--- src/rtl/down_timer_pkg.sv ---
// Shared definitions for the down_timer_ctrl block: default width and FSM states.
package down_timer_pkg;

  localparam int DEF_WIDTH = 4;

  typedef enum logic [1:0] {
    ST_IDLE = 2'd0,
    ST_RUN  = 2'd1,
    ST_HOLD = 2'd2,
    ST_DONE = 2'd3
  } state_t;

endpackage

--- src/rtl/down_timer_ctrl_core.sv ---
// Loadable down-counter datapath owned by the timer controller.
// load beats en; zero flags a count of 0 so the controller can choose reload or finish.
module down_counter_core #(
  parameter int WIDTH = 4
) (
  input  logic             clk,
  input  logic             rst,
  input  logic             load,
  input  logic             en,
  input  logic [WIDTH-1:0] d,
  output logic [WIDTH-1:0] q,
  output logic             zero
);

  localparam logic [WIDTH-1:0] ONE = WIDTH'(1);

  // Count register: load, else decrement when enabled.
  always_ff @(posedge clk or negedge rst) begin
    if (!rst)      q <= '0;
    else if (load) q <= d;
    else if (en)   q <= q - ONE;
  end

  assign zero = (q == '0);

endmodule

--- src/rtl/down_timer_ctrl.sv ---
// Programmable interval timer: start/stop/pause sequencing around a down-counter,
// one-shot or auto-reload, registered terminal-count pulse and sticky done.
module down_timer_ctrl
  import down_timer_pkg::*;
#(
  parameter int WIDTH = DEF_WIDTH
) (
  input  logic             clk,
  input  logic             rst,
  input  logic             start,
  input  logic             stop,
  input  logic             pause,
  input  logic [WIDTH-1:0] load_val,
  input  logic             auto_reload,
  output logic [WIDTH-1:0] q,
  output logic             tc,
  output logic             busy,
  output logic             done
);

  localparam logic [WIDTH-1:0] ONE = WIDTH'(1);

  state_t           state, state_nx;
  logic [WIDTH-1:0] reload_r;
  logic             mode_r;
  logic             ld, en, zero, latch;
  logic [WIDTH-1:0] d, q_nx;

  down_counter_core #(.WIDTH(WIDTH)) u_core (
    .clk  (clk),
    .rst  (rst),
    .load (ld),
    .en   (en),
    .d    (d),
    .q    (q),
    .zero (zero)
  );

  // Next state plus counter commands; q_nx tracks what the core will hold after the edge
  // so tc can be registered alongside it.
  always_comb begin
    state_nx = state;
    ld       = 1'b0;
    en       = 1'b0;
    d        = load_val;
    latch    = 1'b0;
    q_nx     = q;
    unique case (state)
      ST_IDLE, ST_DONE: begin
        if (stop) begin
          state_nx = ST_IDLE;
        end else if (start) begin
          state_nx = ST_RUN;
          ld       = 1'b1;
          latch    = 1'b1;
          q_nx     = load_val;
        end
      end
      ST_RUN: begin
        if (stop) begin
          state_nx = ST_IDLE;
          ld       = 1'b1;
          d        = '0;
          q_nx     = '0;
        end else if (pause) begin
          state_nx = ST_HOLD;
        end else if (!zero) begin
          en       = 1'b1;
          q_nx     = q - ONE;
        end else if (mode_r) begin
          ld       = 1'b1;
          d        = reload_r;
          q_nx     = reload_r;
        end else begin
          state_nx = ST_DONE;
        end
      end
      ST_HOLD: begin
        // Leaving HOLD spends the exit edge without counting.
        if (stop) begin
          state_nx = ST_IDLE;
          ld       = 1'b1;
          d        = '0;
          q_nx     = '0;
        end else if (!pause) begin
          state_nx = ST_RUN;
        end
      end
      default: state_nx = ST_IDLE;
    endcase
  end

  // State, latched run parameters and registered status outputs.
  always_ff @(posedge clk or negedge rst) begin
    if (!rst) begin
      state    <= ST_IDLE;
      reload_r <= '0;
      mode_r   <= 1'b0;
      tc       <= 1'b0;
      busy     <= 1'b0;
      done     <= 1'b0;
    end else begin
      state <= state_nx;
      if (latch) begin
        reload_r <= load_val;
        mode_r   <= auto_reload;
      end
      tc   <= (state_nx == ST_RUN) && (q_nx == '0);
      busy <= (state_nx == ST_RUN) || (state_nx == ST_HOLD);
      done <= (state_nx == ST_DONE);
    end
  end

endmodule
--- config.mk ---
export PLATFORM = sky130hd
export DESIGN_NAME = down_timer_ctrl
export DESIGN_NICKNAME = d
export VERILOG_FILES = /design/src/rtl/down_timer_pkg.sv /design/src/rtl/down_timer_ctrl_core.sv /design/src/rtl/down_timer_ctrl.sv
export SDC_FILE = /design/constraint.sdc
export NUM_CORES = 1
export LEC_CHECK = 0
export CAP_MARGIN = 0
export CELL_PAD_IN_SITES_DETAIL_PLACEMENT = 1
export CELL_PAD_IN_SITES_GLOBAL_PLACEMENT = 1
export CORE_ASPECT_RATIO = 1.25
export CORE_MARGIN = 3
export CORE_UTILIZATION = 39
export DETAILED_ROUTE_END_ITERATION = 6
export PLACE_DENSITY = 0.84
export SLEW_MARGIN = 20
export SYNTH_ARGS = -nofsm -noshare
export SYNTH_HDL_FRONTEND = slang
export SYNTH_SLANG_ARGS = --single-unit
--- constraint.sdc ---
create_clock -name clk -period 2.9 [get_ports clk]
set_input_delay 0.58 -clock clk [delete_from_list [all_inputs] [get_ports clk]]
set_output_delay 0.58 -clock clk [all_outputs]
set_load 0.01 [all_outputs]
==> results_dict.tcl <==
set metrics [dict create \
    area.growth.synth_to_final_pct 21.4 \
    cts_setup_buffers 0 \
    max-slew-margin-rel_pct 55.8 \
    initialDrtViolationCount 6 \
    num_io_pins 17 \
    count_of_vias_placed_by_the_detailed_router 789 \
    finalMaxSlewViolations 0 \
    ctsLongestPathBuffers 2 \
    drtAntennaViolNets 0 \
    fp.dieH_um 61.1 \
    cts_hold_repair.buffers 0 \
    tightestPinTransition_ns 0.662 \
    io_buffers 16 \
    place_hpwl_mm 1.78 \
    initial_core_util_pct 42.0 \
    power.leakage_nw 0.465 \
    grt.met3_usage_pct 2.91 \
    final_period_minus_worst_setup_slack_ns 2.46 \
    crit_path_end_kind "flip-flop" \
    number_of_antenna_violations_at_the_first_check_in_global_routing 0 \
    placeableCoreArea_mm2 0.00226 \
    power.ir.vdd_worst_mv 0.444 \
    hold_class "reg -> reg" \
    synthesis.instances 94 \
    synth_seq_cells 14 \
    grt_start_max_net_pins 15 \
    total_power_divided_by_cell_area_mw_per_mm2 719 \
    tns_ns 0 \
    total_power_uw 827 \
    max_cap_violations 0 \
    drt-vias-per-instance 5.60 \
    timing_worst_setup_path_type "reg -> reg" \
    synthesis.yosys.warnings 0 \
    timing.hold.ws_ns 0.540 \
    n_fill_cell 263 \
    global_route.usage.met1_pct 17.9 \
    worst_path_arrival_time_ns 2.65 \
    grt_pass1_vias 841 \
    cts.repair.resized 0 \
    start_kind "flip-flop" \
    routed_wirelength_mm 2.22 \
    clk_lat_worst_skew_ns 0.27 \
    worst-path-max-fanout 6 \
    portion_of_the_post_synthesis_area_used_by_sequential_elements_pct 36.9 \
    globalRouteTotalUtil_pct 15.9 \
    top_usage_layer "met2" \
    gp_congestion 0.871 \
    drive_above_1_share_pct 12.7 \
    iteration_count_of_the_initial_detailed_routing_pass 2 \
    worst_setup_hold_path_clk_slew_ns 0.08 \
    final_net_count 128 \
    cts_inserted_buffers 3 \
    synth_top_cells_by_area "dfrtp_1, ha_1, mux2_2" \
    portion_of_the_clock_cycle_consumed_by_the_worst_path_in_the_final_layout_pct 84.7 \
    synth_largest_area_cell "dfrtp_1" \
    setup_viol 0 \
    yosysTopAreaCellShare_pct 36.9 \
    route.detailed.wl_per_inst_um 15.8 \
    chipWidth_um 50.1 \
    hold_violations 0 \
    worst_clock_skew_ns 0.00538 \
    synth.distinct_cells 32 \
    remaining_drc_errors 0 \
    fp-row-count 19 \
    grt_setup_unrepaired "no" \
    postSynthAreaPerCell_um2 10.1 \
    grt_use_met2_pct 31.0 \
    grt_overflow_total 0 \
    grt_first_pass_wirelength_mm 3.72 \
    synth_nets 110 \
    synth.cell_area_um2 948 \
    critical_path_required_ns 3.09 \
    final_core_utilization_pct 51.0 \
    clock-root-buffer "clkbuf_4" \
    die_ar_mm2 0.00306 \
    clkSinkCount 14 \
    outcome "finished, final reports clean" \
    post_dp_cell_area_mm2 0.00113 \
    diodes 0 \
    cts_tree "built" \
    h-tree-depth 1 \
    stdcell_area_mm2 0.00115 \
    clock.fmax_mhz 407 \
]
-- path summary, 6_finish.rpt --
| check | slack, ns | end | cells after the start | start |
|---|---|---|---|---|
| min in group asynchronous | 0.70 | mode_r | 1 | rst |
| min | 0.54 | reload_r[2] | 1 | reload_r[2] |
| max | 0.44 | tc | 8 | u_core.q[0] |
| max in group asynchronous | 1.77 | reload_r[3] | 1 | rst |
| max reg2reg | 0.44 | tc | 8 | u_core.q[0] |
| min reg2reg | 0.54 | reload_r[2] | 1 | reload_r[2] |
-- placed cells by master (no fill, tap or decap), drive strengths merged, types with 2 or more instances in the layout --
cell	Yosys	routed
clkdlybuf4s50	0	16
dfrtp	14	14
inv	7	7
nor2	6	6
o21ai	6	6
mux2	6	6
ha	6	6
nand2	5	5
nor3	4	4
a22oi	4	4
mux2i	4	4
or3	4	4
nor4	3	3
xnor2	3	3
clkbuf	2	3
a21oi	3	3
nor4b	2	2
nand2b	2	2
a211oi	2	2
-- cell usage after synthesis, drive strengths merged --
cell     instances
xnor2            3
buf              1
nand4bb          1
o221a            1
a211oi           2
inv              7
nand2b           2
dfrtp           14
o21ai            6
o211a            1
a22oi            4
nand3            1
clkbuf           2
a221oi           1
ha               6
nor4             3
o21a             1
a2111oi          1
a21oi            3
or4              1
nor3             4
nand2            5
o221ai           1
or3              4
mux2             6
mux2i            4
nor2             6
nor4b            2
nor3b            1
-- layer usage --
metal,wire length (um),part of all wire (%),vias to the layer above
met5,0,0,-
met4,0,0,0
met3,87,3.9,0
met2,1190,53,15
met1,951,43,393
li1,-,-,381
-- cells by family (layout without fill, tap and decap cells) --
kind of cell               count (synthesis)  in the layout  share of synthesized area, %
AOI/OAI and AO/OA                         21             21                          18.2
xor gates and xnor gates                   3              3                          2.77
adders and majority gates                  6              6                          7.92
buffers and inverters                     10             26                          4.75
DFF                                       14             14                          36.9
muxes                                     10             10                          11.3
and+or+nand+nor                           30             30                          18.1
-- report_power, final --
part / internal (mW) / switching (mW) / total (mW)
clock network: 0.0481 / 0.0607 / 0.109
registers: 0.249 / 0.0695 / 0.318
logic: 0.208 / 0.192 / 0.400
-- cell type report --
type	count	area, um2	area share [%]
multi-input combinational	70	553	48.0
clock buffer	3	22.5	1.96
tap	31	38.8	3.37
timing repair buffer	16	160	13.9
inverter	7	26.3	2.28
sequential	14	350	30.4
-- stage by stage --
step	cells	worst slack, ns
6_report	141	0.444
5_1_grt	141	0.132
4_1_cts	141	0.435
3_5_place_dp	138	0.305
3_3_place_gp	138	0.415
2_1_floorplan	94	0.784
-- worst max-delay path, cell delays in order, from the launching register on --
cell and delay (ns):
dfrtp_1 0.44, inv_1 0.12, ha_1 0.21, nor4b_1 0.45, o21ai_0 0.14, a221oi_1 0.45
ha_1 0.22, o221ai_1 0.11, a211oi_2 0.23
-- flip-flops by register name, summed over array words and instances, names as in the netlist --
signal    cells
mode_r        1
busy          1
u_core.q      4
reload_r      4
state         2
tc            1
done          1
No activity file was read; power rests on OpenSTA's default activity.
